===== src/rtl/vector_feeder.sv =====
// Read-side sequencer: walks the feature and weight RAMs in NP-lane chunks and
// streams matched vectors, with first/last/neuron sidebands, over valid/ready.
module vector_feeder #(
    parameter int REG_DEPTH    = 8,
    parameter int NP           = 1,
    parameter int IN_FEATURES  = 16,
    parameter int OUT_FEATURES = 4,
    localparam int CHUNKS = IN_FEATURES / NP,
    localparam int TOTAL  = OUT_FEATURES * CHUNKS,
    localparam int FW     = (CHUNKS > 1) ? $clog2(CHUNKS) : 1,
    localparam int WW     = (TOTAL > 1) ? $clog2(TOTAL) : 1,
    localparam int NW     = (OUT_FEATURES > 1) ? $clog2(OUT_FEATURES) : 1
) (
    input  logic                              clk,
    input  logic                              rst,
    input  logic                              start,
    output logic                              busy,
    output logic                              done,
    output logic                              feat_en,
    output logic [FW-1:0]                     feat_addr,
    input  logic [NP*REG_DEPTH-1:0]           feat_data,
    output logic                              wgt_en,
    output logic [WW-1:0]                     wgt_addr,
    input  logic [NP*REG_DEPTH-1:0]           wgt_data,
    output logic [NP-1:0][REG_DEPTH-1:0]      features_out,
    output logic [NP-1:0][REG_DEPTH-1:0]      weights_out,
    output logic                              vec_valid,
    input  logic                              vec_ready,
    output logic                              vec_first,
    output logic                              vec_last,
    output logic [NW-1:0]                     neuron_idx
);

    typedef enum logic [1:0] {
        S_IDLE,
        S_RUN,
        S_DRAIN,
        S_DONE
    } state_t;

    localparam logic [FW-1:0] C_LAST = FW'(CHUNKS - 1);
    localparam logic [NW-1:0] N_LAST = NW'(OUT_FEATURES - 1);

    state_t        state, next_state;
    logic [FW-1:0] chunk;
    logic [NW-1:0] neuron;
    logic [WW-1:0] waddr;
    logic          adv, issue, last_issue, xfer;

    // A new read may be issued whenever the output stage is empty or draining.
    assign adv        = ~vec_valid | vec_ready;
    assign issue      = (state == S_RUN) & adv;
    assign last_issue = issue & (chunk == C_LAST) & (neuron == N_LAST);
    assign xfer       = vec_valid & vec_ready;

    assign feat_en      = issue;
    assign wgt_en       = issue;
    assign feat_addr    = chunk;
    assign wgt_addr     = waddr;
    assign features_out = feat_data;
    assign weights_out  = wgt_data;

    // NOTE: sequential state uses non-blocking assignments so every flop samples pre-edge values.
    always_ff @(posedge clk or posedge rst) begin
        if (rst) state <= S_IDLE;
        else     state <= next_state;
    end

    // NOTE: next_state gets its default before the case so no path infers a latch.
    always_comb begin
        next_state = state;
        case (state)
            S_IDLE:  if (start)      next_state = S_RUN;
            S_RUN:   if (last_issue) next_state = S_DRAIN;
            S_DRAIN: if (xfer)       next_state = S_DONE;
            S_DONE:                  next_state = S_IDLE;
            default:                 next_state = S_IDLE;
        endcase
    end

    always_ff @(posedge clk or posedge rst) begin
        if (rst) begin
            busy       <= 1'b0;
            done       <= 1'b0;
            chunk      <= '0;
            neuron     <= '0;
            waddr      <= '0;
            vec_valid  <= 1'b0;
            vec_first  <= 1'b0;
            vec_last   <= 1'b0;
            neuron_idx <= '0;
        end else begin
            busy <= (next_state != S_IDLE);
            done <= (next_state == S_DONE);

            if (state == S_IDLE && start) begin
                chunk  <= '0;
                neuron <= '0;
                waddr  <= '0;
            end else if (issue) begin
                waddr <= waddr + 1'b1;
                if (chunk == C_LAST) begin
                    chunk  <= '0;
                    neuron <= (neuron == N_LAST) ? '0 : neuron + 1'b1;
                end else begin
                    chunk <= chunk + 1'b1;
                end
                // Sidebands ride one cycle behind the address, matching RAM latency.
                vec_first  <= (chunk == '0);
                vec_last   <= (chunk == C_LAST);
                neuron_idx <= neuron;
            end

            if (issue)     vec_valid <= 1'b1;
            else if (xfer) vec_valid <= 1'b0;
        end
    end

endmodule

===== config.mk =====
export PLATFORM = sky130hd
export DESIGN_NAME = vector_feeder
export DESIGN_NICKNAME = d
export VERILOG_FILES = /design/src/rtl/vector_feeder.sv
export SDC_FILE = /design/constraint.sdc
export NUM_CORES = 1
export LEC_CHECK = 0
export ABC_CLOCK_PERIOD_IN_PS = 2500
export BUFFER_PORTS_ARGS = -buffer_cell sky130_fd_sc_hd__buf_2
export CORE_MARGIN = 2
export CORE_UTILIZATION = 49
export DETAILED_ROUTE_END_ITERATION = 7
export PLACE_DENSITY = 0.82
export SKIP_LAST_GASP = 1
export SLEW_MARGIN = 25
export SYNTH_ARGS = -nofsm -noshare
export SYNTH_HDL_FRONTEND = slang
export SYNTH_SLANG_ARGS = --single-unit

===== constraint.sdc =====
create_clock -name clk -period 2.5 [get_ports clk]
set_input_delay 0.125 -clock clk [delete_from_list [all_inputs] [get_ports clk]]
set_output_delay 0.125 -clock clk [all_outputs]
set_load 0.1 [all_outputs]

## Word level (Yosys, flattened, before mapping)

Cells that the tools add are included.

| cells by class | value |
|---|---|
| reduce and logical (&&, ||, !) cells | 9 |
| add/subtract/negate cells | 3 |
| muxes and demuxes | 15 |
| equal/unequal tests | 6 |
| bitwise gates (word level) | 7 |

Operators by type and width:

| cell | number |
|---|---|
| two-way mux 2 bit | 7 |
| two-way mux 4 bit | 3 |
| two-way mux 6 bit | 2 |
| == test 2 bit (second input constant) | 4 |
| case mux 2 bit (4 select lines) | 1 |
| nonzero test 2 bit | 4 |
| adder 6 x 1 -> 6 bit (second input constant) | 1 |
| adder 4 x 1 -> 4 bit (second input constant) | 1 |
| bitwise AND 1 bit | 4 |
| == test 4 bit (second input constant) | 1 |
| zero test 4 bit | 1 |
| AND reduction 2 bit | 2 |
| adder 2 x 1 -> 2 bit (second input constant) | 1 |
| == test 2 x 1 -> 1 bit (second input constant) | 1 |
| zero test 2 bit | 1 |
| two-way mux 1 bit | 2 |
| inverter 1 bit | 2 |
| logical AND 1 bit | 1 |
| OR 1 bit | 1 |

| storage, ports and cells | value |
|---|---|
| flip-flop bits (word level) | 21 |
| bits of input ports | 20 |

## Longest topological paths before layout

Gate-level depths: netlist of run 1.

| depth | value |
|---|---|
| depth after elaboration | 8 |
| depth in mapped cells | 6 |

## Worst setup path before layout of run 1

Ideal clock, no wire load.

| timing path | value |
|---|---|
| path type | reg2out |
| start point | reg vec_valid |
| end point | out wgt_en |
| arrival time | 2318 ps |
| stages on the path, launching flop included | 5 |
| path slack | 57 ps |
| required time | 2375 ps |
| path buffers | 1 |
| cells stage by stage | dfrtp_1 nand2b_1 nand2_1 inv_1 buf_4 |

| between the ends | value |
|---|---|
| longest elaborated chain between the ends | 3 |

Ends and longest elaborated chain:

| what | RTL line | RTL |
|---|---|---|
| start, declared | 27 | `output logic vec_valid,` |
| start signal, assigned | 88 | `vec_valid <= 1'b0;` |
| start signal, assigned | 114 | `if (issue) vec_valid <= 1'b1;` |
| start signal, assigned | 115 | `else if (xfer) vec_valid <= 1'b0;` |
| inverter 1 bit | 51 | `assign adv = ~vec_valid \| vec_ready;` |
| OR 1 bit | 51 |  |
| bitwise AND 1 bit | 52 | `assign issue = (state == S_RUN) & adv;` |
| end, declared | 22 | `output logic wgt_en,` |

Every way passes these cells.

## Final worst setup path of run 1

| timing path | value |
|---|---|
| start point | reg state[1] |
| end point | out feat_en |

| between the ends | value |
|---|---|
| longest elaborated chain between the ends | 2 |

Ends and longest elaborated chain:

| what | RTL line | RTL |
|---|---|---|
| start, declared | 44 | `state_t state, next_state;` |
| start signal, assigned | 66 | `else state <= next_state;` |
| == test 2 x 1 -> 1 bit | 52 |  |
| bitwise AND 1 bit | 52 |  |
| end, declared | 19 | `output logic feat_en,` |

Every way passes these cells.

==> load_flow_metrics.sql, run 1 <==
INSERT INTO impl_metrics (metric_group, metric, value, unit) VALUES
('synth', 'synth.area.mux_share', '5.302', '%'),
('clock_tree', 'insertion_delay', '0.31', 'ns'),
('clock_tree', 'cts_num_sinks', '21', ''),
('sta', 'grt_setup_unrepaired', 'false', ''),
('setup_path', 'critPathCaptureType', 'output port', ''),
('floorplan', 'fp.dieW', '53.07', 'um'),
('clock_tree', 'clock_tree_from_tritoncts', 'yes', ''),
('synth', 'ys.warnings.count', '0', ''),
('detailed_routing', 'drt-total-wl', '2241', 'um'),
('final_layout', 'diode_count', '0', ''),
('global_route', 'gr-usage-all-layers', '17.59', '%'),
('synth', 'yosys_register_bits', '21', ''),
('clock_tree', 'path_clk_slew', '0.11', 'ns'),
('global_route', 'pin_count_of_the_biggest_net_entering_global_routing', '22', ''),
('synth', 'synth-adder-area-share', '4.242', '%'),
('setup_path', 'setup.worst_path.class', 'register to output port', ''),
('clock_tree', 'clockBufferDepth', '2', ''),
('detailed_routing', 'antenna_violating_nets_post_route', '0', ''),
('sta', 'finalSetupViolations', '0', ''),
('sta', 'fmax', '501.3', 'MHz'),
('global_route', 'first_global_vias', '824', ''),
('synth', 'synth_xor_xnor_area_share', '0', '%'),
('synth', 'synth-simple-area-share', '17.18', '%'),
('detailed_routing', 'drtIter0Drc', '29', ''),
('synth', 'synth_cells', '118', ''),
('final_layout', 'post-route-util', '54.00', '%'),
('sta', 'slew_headroom', '47.96', '%'),
('placed_design', 'total_half_perimeter_wirelength_after_legalization_and_detailed_placement', '1628', 'um'),
('sta', 'clock_skew', '0.008864', 'ns'),
('setup_path', 'crit_fanout', '10', ''),
('detailed_routing', 'drcViolationCount', '0', ''),
('clock_tree', 'htreeDepth', '1', ''),
('detailed_routing', 'dr.pass1.iters', '4', ''),
('sta', 'worst_pin_slew', '0.7797', 'ns'),
('final_layout', 'mostFrequentLayoutCell', 'sky130_fd_sc_hd__buf_2', ''),
('floorplan', 'std_cell_rows', '17', ''),
('job', 'drv_cap', '0', ''),
('clock_tree', 'cts_setup_buffers', '0', ''),
('sta', 'timing.final.crit_period', '1.995', 'ns'),
('clock_tree', 'cts_hold_repair.buffers', '1', ''),
('global_route', 'antenna_found_initial', '0', ''),
('placed_design', 'dpl_worst_slack', '0.8508', 'ns'),
('global_route', 'wire_length_of_the_first_global_routing_pass', '3588', 'um'),
('setup_path', 'rrSetupSlack', '0.98', 'ns'),
('global_route', 'grt-ovfl-total', '0', ''),
('sta', 'fin_tns_setup', '0', 'ns'),
('floorplan', 'core-area', '2255', 'um^2'),
('floorplan', 'start_util', '52.33', '%'),
('sta', 'report.final.hold_viol_count', '0', ''),
('setup_path', 'data_required_time_at_the_worst_endpoint', '2.38', 'ns'),
('detailed_routing', 'viasPerCell', '5.630', ''),
('final_layout', 'drive_above_1_share', '25.40', '%'),
('sta', 'fin_ws', '0.5050', 'ns'),
('floorplan', 'die_area', '2816', 'um^2'),
('synth', 'synth_top_family_by_area', 'simple AND/OR/NAND/NOR gates', ''),
('placed_design', 'globalplace.congestion', '0.8295', ''),
('synth', 'synth-compound-area-share', '12.30', '%'),
('synth', 'ys_types', '32', ''),
('final_layout', 'most-common-layout-cells', 'sky130_fd_sc_hd__buf_2 (22), sky130_fd_sc_hd__dfrtp_1 (21), sky130_fd_sc_hd__nand2_1 (9), sky130_fd_sc_hd__inv_1 (9), sky130_fd_sc_hd__a21oi_1 (7)', ''),
('placed_design', 'numPortBuffers', '22', ''),
('setup_path', 'critical_path_arrival', '1.87', 'ns'),
('final_layout', 'design.final.nets', '151', ''),
('setup_path', 'start_kind', 'register', ''),
('final_layout', 'syn_to_final_growth', '3.182', '%'),
('synth', 'synth_area', '1180', 'um^2'),
('floorplan', 'dieHeight', '53.07', 'um'),
('sta', 'slew_violations', '0', ''),
('detailed_routing', 'routed-via-count', '867', ''),
('clock_tree', 'cts_root_buffer', 'sky130_fd_sc_hd__clkbuf_4', ''),
('synth', 'synthesis.nets', '142', ''),
('detailed_routing', 'avgRoutedWirePerCell', '14.55', 'um'),
('synth', 'synth_sequential_area_ratio', '44.54', '%'),
('clock_tree', 'cts-resized-gates', '0', ''),
('sta', 'fin_crit_sh', '79.80', '%'),
('floorplan', 'io_pins', '55', ''),
('worst_hold_path', 'min_path_type', 'primary input to register', ''),
('run_status', 'run_status', 'completed', ''),
('synth', 'syn_area_per_cell', '9.999', 'um^2'),
('clock_tree', 'numCtsBuffers', '3', '');
[flip-flops by register name, indices dropped and copies added, names as in the netlist]
name,cells
busy,1
done,1
feat_addr,4
neuron,2
neuron_idx,2
state,2
vec_first,1
vec_last,1
vec_valid,1
wgt_addr,6
[layout make-up]
class                      instances  area (um^2)
tap                               28        35.03
timing repair buffer              25        135.1
clock inverter                     1        5.005
multi-input combinational         67        460.4
fill                             232         1037
inverter                           9        33.78
sequential                        21        525.5
clock buffer                       3        22.52
[cells in the mapped netlist]
cell type | count | area, um^2
sky130_fd_sc_hd__dfrtp_1 | 21 | 525.5
sky130_fd_sc_hd__buf_4 | 17 | 127.6
sky130_fd_sc_hd__inv_1 | 9 | 33.78
sky130_fd_sc_hd__nand2_1 | 9 | 33.78
sky130_fd_sc_hd__a21oi_1 | 7 | 35.03
sky130_fd_sc_hd__ha_1 | 4 | 50.05
sky130_fd_sc_hd__mux2i_1 | 4 | 40.04
sky130_fd_sc_hd__o21ai_0 | 4 | 20.02
sky130_fd_sc_hd__o31ai_1 | 4 | 30.03
sky130_fd_sc_hd__nand3_1 | 3 | 15.01
sky130_fd_sc_hd__or4_1 | 3 | 22.52
sky130_fd_sc_hd__a21o_1 | 2 | 15.01
sky130_fd_sc_hd__a22o_1 | 2 | 17.52
sky130_fd_sc_hd__a31oi_1 | 2 | 12.51
sky130_fd_sc_hd__buf_2 | 2 | 10.01
sky130_fd_sc_hd__buf_6 | 2 | 22.52
sky130_fd_sc_hd__mux2_2 | 2 | 22.52
sky130_fd_sc_hd__nand2b_1 | 2 | 12.51
sky130_fd_sc_hd__nand4_1 | 2 | 12.51
sky130_fd_sc_hd__nor2_1 | 2 | 7.510
sky130_fd_sc_hd__nor2b_1 | 2 | 12.51
sky130_fd_sc_hd__nor3_1 | 2 | 10.01
sky130_fd_sc_hd__nor4_1 | 2 | 12.51
sky130_fd_sc_hd__and2b_1 | 1 | 7.510
sky130_fd_sc_hd__and4_1 | 1 | 8.760
sky130_fd_sc_hd__nand2b_4 | 1 | 13.76
sky130_fd_sc_hd__nand4b_1 | 1 | 8.760
sky130_fd_sc_hd__nor3b_1 | 1 | 7.510
sky130_fd_sc_hd__nor4b_1 | 1 | 8.760
sky130_fd_sc_hd__o22ai_1 | 1 | 6.260
sky130_fd_sc_hd__o31a_1 | 1 | 8.760
sky130_fd_sc_hd__or3b_2 | 1 | 8.760
[metal layers]
layer	GRT usage, %	vias up	wire length [um]
met4	9.402	0	49
met3	5.085	12	191
li1	-	414	-
met1	22.66	400	981
met2	26.46	41	1018
met5	0	-	0
[critical path, cell delays in order (launching register included)]
cell	delay (ns)
sky130_fd_sc_hd__dfrtp_1	0.49
sky130_fd_sc_hd__and2b_1	0.31
sky130_fd_sc_hd__nand2_1	0.17
sky130_fd_sc_hd__inv_1	0.15
sky130_fd_sc_hd__buf_2	0.44
[cells by family after synthesis]
family | after synthesis
compound gates | 23
fa+ha+maj | 4
mux | 6
flops | 21
simple gates | 34
buf+inv | 30
[path summary, 6_finish.rpt]
kind | from | endpoint | depth (start not counted)
max | state[1] | feat_en | 4
min | start | busy | 3
max reg2reg | vec_valid | wgt_addr[3] | 4
min reg2reg | vec_last | vec_last | 1
max in group asynchronous | rst | neuron_idx[1] | 3
min in group asynchronous | rst | vec_valid | 3
[stage by stage]
stage	area, um^2	cells	hold slack (ns)
2_1_floorplan	1180	118	0.1015
3_3_place_gp	1180	149	0.2507
3_5_place_dp	1180	149	0.2507
4_1_cts	1217	154	0.1185
5_1_grt	1217	154	0.1370
6_report	1217	154	0.1298
Power of run 1 is left out: the tool's default activity adds up to more than one toggle a clock period on the data nets, which glitch-free logic cannot reach.
==> run 2, diff against run 1 <==
Settings changed: ABC_CLOCK_PERIOD_IN_PS 2500 to 2100, CORE_UTILIZATION 49 to 46, PLACE_DENSITY 0.82 to 0.78.
Clock period 2.5 ns to 2.1 ns, I/O delays scaled along.
==> run 2 against run 1 <==
  * Clock skew hardly changed
  * Design area is 0.51% higher
  * Non-clock buffer count is 1 lower
  * Global-route usage is 0.82 points lower
  * Utilization is 4.1 points lower
  * Cell count is 0.65% higher
==> load_flow_metrics.sql, run 2 (synthesized netlist as in run 1, its figures left out) <==
INSERT INTO impl_metrics (metric_group, metric, value, unit) VALUES
('worst_hold_path', 'min_path_type', 'primary input to register', ''),
('floorplan', 'io_pins', '55', ''),
('sta', 'slew_headroom', '44.82', '%'),
('global_route', 'grt-ovfl-total', '0', ''),
('final_layout', 'nFillCells', '218', ''),
('sta', 'clock_skew', '0.009314', 'ns'),
('global_route', 'gr-usage-all-layers', '16.76', '%'),
('detailed_routing', 'drt-total-wl', '2247', 'um'),
('setup_path', 'crit_fanout', '10', ''),
('floorplan', 'start_util', '48.06', '%'),
('clock_tree', 'cts_num_sinks', '21', ''),
('clock_tree', 'cts_setup_buffers', '0', ''),
('setup_path', 'data_required_time_at_the_worst_endpoint', '2.00', 'ns'),
('clock_tree', 'htreeDepth', '1', ''),
('detailed_routing', 'drcViolationCount', '0', ''),
('placed_design', 'numPortBuffers', '22', ''),
('sta', 'fin_ws', '0.1686', 'ns'),
('clock_tree', 'numCtsBuffers', '3', ''),
('setup_path', 'setup.worst_path.class', 'register to output port', ''),
('sta', 'timing.final.crit_period', '1.931', 'ns'),
('final_layout', 'most-common-layout-cells', 'sky130_fd_sc_hd__dfrtp_1 (20), sky130_fd_sc_hd__buf_2 (20), sky130_fd_sc_hd__nand2_1 (9), sky130_fd_sc_hd__inv_1 (8), sky130_fd_sc_hd__a21oi_1 (7)', ''),
('sta', 'fmax', '517.7', 'MHz'),
('clock_tree', 'clockBufferDepth', '2', ''),
('run_status', 'run_status', 'completed', ''),
('detailed_routing', 'routed-via-count', '840', ''),
('final_layout', 'drive_above_1_share', '25.60', '%'),
('floorplan', 'core-area', '2455', 'um^2'),
('placed_design', 'globalplace.congestion', '0.8046', ''),
('final_layout', 'design.final.nets', '150', ''),
('floorplan', 'std_cell_rows', '18', ''),
('sta', 'slew_violations', '0', ''),
('placed_design', 'dpl_worst_slack', '0.4166', 'ns'),
('worst_hold_path', 'worstHoldPathCells', '3', ''),
('final_layout', 'diode_count', '0', ''),
('sta', 'fin_crit_sh', '91.97', '%'),
('clock_tree', 'clock_tree_from_tritoncts', 'yes', ''),
('floorplan', 'fp.dieW', '54.65', 'um'),
('sta', 'report.final.hold_viol_count', '0', ''),
('setup_path', 'timing.critical_path.slowest_stage_cell', 'sky130_fd_sc_hd__dfrtp_1', ''),
('final_layout', 'largest_register_ffs', '6', ''),
('detailed_routing', 'antenna_violating_nets_post_route', '0', ''),
('global_route', 'pin_count_of_the_biggest_net_entering_global_routing', '22', ''),
('clock_tree', 'path_clk_slew', '0.10', 'ns'),
('clock_tree', 'cts_root_buffer', 'sky130_fd_sc_hd__clkbuf_4', ''),
('setup_path', 'critPathCaptureType', 'output port', ''),
('setup_path', 'worst_r2r_path_depth', '3', ''),
('sta', 'worst_pin_slew', '0.8260', 'ns'),
('sta', 'grt_setup_unrepaired', 'false', ''),
('placed_design', 'total_half_perimeter_wirelength_after_legalization_and_detailed_placement', '1634', 'um'),
('setup_path', 'worst_path_largest_cell_delay', '0.48', 'ns'),
('global_route', 'wire_length_of_the_first_global_routing_pass', '3525', 'um'),
('final_layout', 'syn_to_final_growth', '3.711', '%'),
('global_route', 'antenna_found_initial', '0', ''),
('detailed_routing', 'viasPerCell', '5.419', ''),
('sta', 'finalSetupViolations', '0', ''),
('floorplan', 'dieHeight', '54.65', 'um'),
('setup_path', 'start_kind', 'register', ''),
('detailed_routing', 'drtIter0Drc', '30', ''),
('global_route', 'first_global_vias', '765', ''),
('floorplan', 'die_area', '2986', 'um^2'),
('sta', 'fin_tns_setup', '0', 'ns'),
('clock_tree', 'insertion_delay', '0.30', 'ns'),
('detailed_routing', 'avgRoutedWirePerCell', '14.50', 'um'),
('setup_path', 'critical_path_arrival', '1.83', 'ns'),
('detailed_routing', 'dr.pass1.iters', '4', ''),
('job', 'drv_cap', '0', ''),
('setup_path', 'crit_path_cell_trace', 'and2b_1 -> nand2_1 -> clkinvlp_4 -> clkbuf_4', '');
## run 2: cell count changes in the layout (fill, tap and decap cells not counted)
cell,change
sky130_fd_sc_hd__buf_2,-2
sky130_fd_sc_hd__clkbuf_4,+2
sky130_fd_sc_hd__buf_4,-1
sky130_fd_sc_hd__clkbuf_1,+1
sky130_fd_sc_hd__clkinv_2,-1
sky130_fd_sc_hd__clkinvlp_4,+1
sky130_fd_sc_hd__dfrtp_1,-1
sky130_fd_sc_hd__dfrtp_4,+1
sky130_fd_sc_hd__inv_1,-1
## run 2: final timing paths
kind,from,end,slack (ns)
worst max-delay path,state[1],wgt_en,0.17
worst min-delay path,start,busy,0.12
worst max register to register,vec_valid,feat_addr[3],0.46
worst min register to register,vec_last,vec_last,0.51
max in group asynchronous,rst,vec_valid,1.06
min in group asynchronous,rst,vec_last,0.47
## run 2: layer usage
| layer | track usage (%) | wire [um] |
|---|---|---|
| met5 | 0 | 0 |
| met1 | 22.49 | 939 |
| met4 | 9.167 | 34 |
| met2 | 25.40 | 1108 |
| met3 | 3.005 | 165 |
## run 2: what timing repair did
item / 4_1_cts / 5_1_grt
endpoints found under the setup margin: 0 / 2
gates resized for setup: 0 / 2
hold buffers: 1 / 0
hold endpoints to repair: 21 / 0
## run 2: final cells by class
type                            count  area (um^2)  area share, %
Clock buffer                        4        26.28          2.147
Inverter                            9        37.54          3.067
Multi-Input combinational cell     67        460.4          37.63
Sequential cell                    21        529.3          43.25
Tap cell                           30        37.54          3.067
Timing Repair Buffer               24        132.6          10.84
## run 2: per-stage QoR
stage	util, %	area [um^2]	hold slack, ns	cells
4_1_cts	49.64	1219	0.1147	155
5_1_grt	49.85	1224	0.1128	155
2_1_floorplan	-	1187	0.08155	118
3_3_place_gp	48.17	1182	0.2107	150
3_5_place_dp	48.17	1182	0.2107	150
6_report	49.85	1224	0.1231	155
## run 2: critical path: cells and delay by family, from the launching register on
family / cells / cell delay, ns
buf+inv: 2 / 0.51
flops: 1 / 0.48
simple gates: 2 / 0.54
Power of run 2 is left out for the same reason.
==> run 3, diff against run 2 <==
Settings changed: CORE_UTILIZATION 46 to 40, PLACE_DENSITY 0.78 to 0.69, TNS_END_PERCENT from default to 1.
==> run 3 against run 2 <==
  * Global-route usage down 1.3 points
  * Utilization is 5.6 points lower
  * Cell count increased by 1.3%
  * Critical path type unchanged
  * Clock skew is 0.0049 ns lower
  * Sequential share of layout area fell by 0.22 points
  * Die area rose by 14%
==> load_flow_metrics.sql, run 3 (synthesized netlist as in run 1, its figures left out) <==
INSERT INTO impl_metrics (metric_group, metric, value, unit) VALUES
('global_route', 'antenna_found_initial', '0', ''),
('sta', 'fin_ws', '0.08814', 'ns'),
('placed_design', 'globalplace.congestion', '0.8819', ''),
('setup_path', 'data_required_time_at_the_worst_endpoint', '2.00', 'ns'),
('clock_tree', 'cts_root_buffer', 'sky130_fd_sc_hd__clkbuf_4', ''),
('final_layout', 'largest_register_ffs', '6', ''),
('placed_design', 'dpl_worst_slack', '0.4405', 'ns'),
('clock_tree', 'cts_num_sinks', '21', ''),
('clock_tree', 'clockBufferDepth', '2', ''),
('global_route', 'first_global_vias', '861', ''),
('detailed_routing', 'viasPerCell', '5.682', ''),
('placed_design', 'numPortBuffers', '22', ''),
('placed_design', 'total_half_perimeter_wirelength_after_legalization_and_detailed_placement', '1789', 'um'),
('clock_tree', 'numCtsBuffers', '3', ''),
('setup_path', 'setup.worst_path.class', 'register to output port', ''),
('setup_path', 'crit_fanout', '10', ''),
('clock_tree', 'clock_tree_from_tritoncts', 'yes', ''),
('detailed_routing', 'avgRoutedWirePerCell', '15.23', 'um'),
('setup_path', 'critPathCaptureType', 'output port', ''),
('job', 'drv_cap', '0', ''),
('floorplan', 'std_cell_rows', '19', ''),
('global_route', 'pin_count_of_the_biggest_net_entering_global_routing', '22', ''),
('clock_tree', 'insertion_delay', '0.30', 'ns'),
('detailed_routing', 'routed-via-count', '892', ''),
('detailed_routing', 'dr.pass1.iters', '4', ''),
('run_status', 'run_status', 'completed', ''),
('final_layout', 'drive_above_1_share', '26.19', '%'),
('global_route', 'wire_length_of_the_first_global_routing_pass', '4036', 'um'),
('floorplan', 'start_util', '42.42', '%'),
('final_layout', 'most-common-layout-cells', 'sky130_fd_sc_hd__buf_2 (21), sky130_fd_sc_hd__dfrtp_1 (20), sky130_fd_sc_hd__nand2_1 (9), sky130_fd_sc_hd__inv_1 (8), sky130_fd_sc_hd__a21oi_1 (7)', ''),
('global_route', 'grt-ovfl-total', '0', ''),
('final_layout', 'design.final.nets', '151', ''),
('final_layout', 'diode_count', '0', ''),
('setup_path', 'start_kind', 'register', ''),
('global_route', 'gr-usage-all-layers', '15.45', '%'),
('sta', 'fin_tns_setup', '0', 'ns'),
('floorplan', 'core-area', '2781', 'um^2'),
('sta', 'fin_crit_sh', '95.80', '%'),
('detailed_routing', 'antenna_violating_nets_post_route', '0', ''),
('final_layout', 'layoutNonFillerInstCount', '157', ''),
('floorplan', 'dieHeight', '58.31', 'um'),
('setup_path', 'worst_path_largest_cell_delay', '0.49', 'ns'),
('detailed_routing', 'drcViolationCount', '0', ''),
('placed_design', 'place_inst', '152', ''),
('setup_path', 'critical_path_arrival', '1.91', 'ns'),
('worst_hold_path', 'min_path_type', 'primary input to register', ''),
('sta', 'timing.final.crit_period', '2.012', 'ns'),
('clock_tree', 'htreeDepth', '1', ''),
('detailed_routing', 'drt-total-wl', '2391', 'um'),
('final_layout', 'layout.area.seq', '529.3', 'um^2'),
('sta', 'worst_pin_slew', '0.8254', 'ns'),
('sta', 'hold_slack', '0.1129', 'ns'),
('detailed_routing', 'drtIter0Drc', '13', ''),
('floorplan', 'die_area', '3400', 'um^2'),
('final_layout', 'nFillCells', '270', ''),
('clock_tree', 'cts_setup_buffers', '0', ''),
('final_layout', 'syn_to_final_growth', '4.242', '%'),
('sta', 'slew_violations', '0', ''),
('final_layout', 'multiInputGateArea', '460.4', 'um^2'),
('sta', 'grt_setup_unrepaired', 'true', ''),
('floorplan', 'io_pins', '55', ''),
('sta', 'slew_headroom', '44.86', '%'),
('setup_path', 'timing.critical_path.slowest_stage_cell', 'sky130_fd_sc_hd__dfrtp_1', ''),
('clock_tree', 'path_clk_slew', '0.11', 'ns'),
('sta', 'finalSetupViolations', '0', ''),
('sta', 'report.final.hold_viol_count', '0', ''),
('setup_path', 'crit_path_cell_trace', 'and2b_1 -> nand2_1 -> clkinvlp_4 -> buf_2', ''),
('sta', 'fmax', '497.1', 'MHz'),
('sta', 'clock_skew', '0.004365', 'ns'),
('final_layout', 'mostFrequentLayoutCell', 'sky130_fd_sc_hd__buf_2', ''),
('floorplan', 'fp.dieW', '58.31', 'um');
## run 3: cell count changes in the layout (fill, tap and decap cells not counted)
cell,delta
sky130_fd_sc_hd__buf_2,+1
sky130_fd_sc_hd__clkbuf_4,-1
sky130_fd_sc_hd__buf_4,+1
## run 3: routing by layer
| metal | vias up | routed length, um | GRT usage [%] |
|---|---|---|---|
| li1 | 411 | - | - |
| met2 | 28 | 1154 | 23.11 |
| met1 | 435 | 959 | 20.26 |
| met5 | - | 0 | 0 |
| met3 | 18 | 173 | 3.077 |
| met4 | 0 | 104 | 10.30 |
## run 3: critical path: cells and delay by family, from the launching register on
family                 cells  cell delay (ns)
buffers and inverters      2             0.59
AND/OR/NAND/NOR            2             0.53
flip-flops                 1             0.49
## run 3: repair_timing
item / CTS / global route
hold buffers: 1 / 0
setup endpoints to repair: 0 / 2
gates resized for setup: 0 / 1
endpoints found under the hold margin: 21 / 0
## run 3: path summary, 6_finish.rpt
| path | cells past startpoint | start | slack (ns) | endpoint |
|---|---|---|---|---|
| hold reg to reg | 1 | vec_last | 0.50 | vec_last |
| min in group asynchronous | 4 | rst | 0.36 | wgt_addr[5] |
| max in group asynchronous | 4 | rst | 1.51 | vec_valid |
| setup reg to reg | 3 | vec_valid | 0.40 | feat_addr[3] |
| setup / recovery | 4 | state[1] | 0.09 | feat_en |
| hold / removal | 3 | start | 0.11 | busy |
## run 3: layout make-up
type	count	share of cell area, %
Sequential cell	21	43.03
Multi-Input combinational cell	67	37.44
Clock buffer	4	2.136
Tap cell	31	3.154
Timing Repair Buffer	25	11.19
Inverter	9	3.052
## run 3: stage by stage
step | utilization, % | area, um^2
after floorplan | - | 1187
after global placement | 42.83 | 1191
after detailed placement | 42.83 | 1191
after CTS | 44.13 | 1227
after global routing | 44.22 | 1230
final | 44.22 | 1230
Power of run 3 is left out for the same reason.
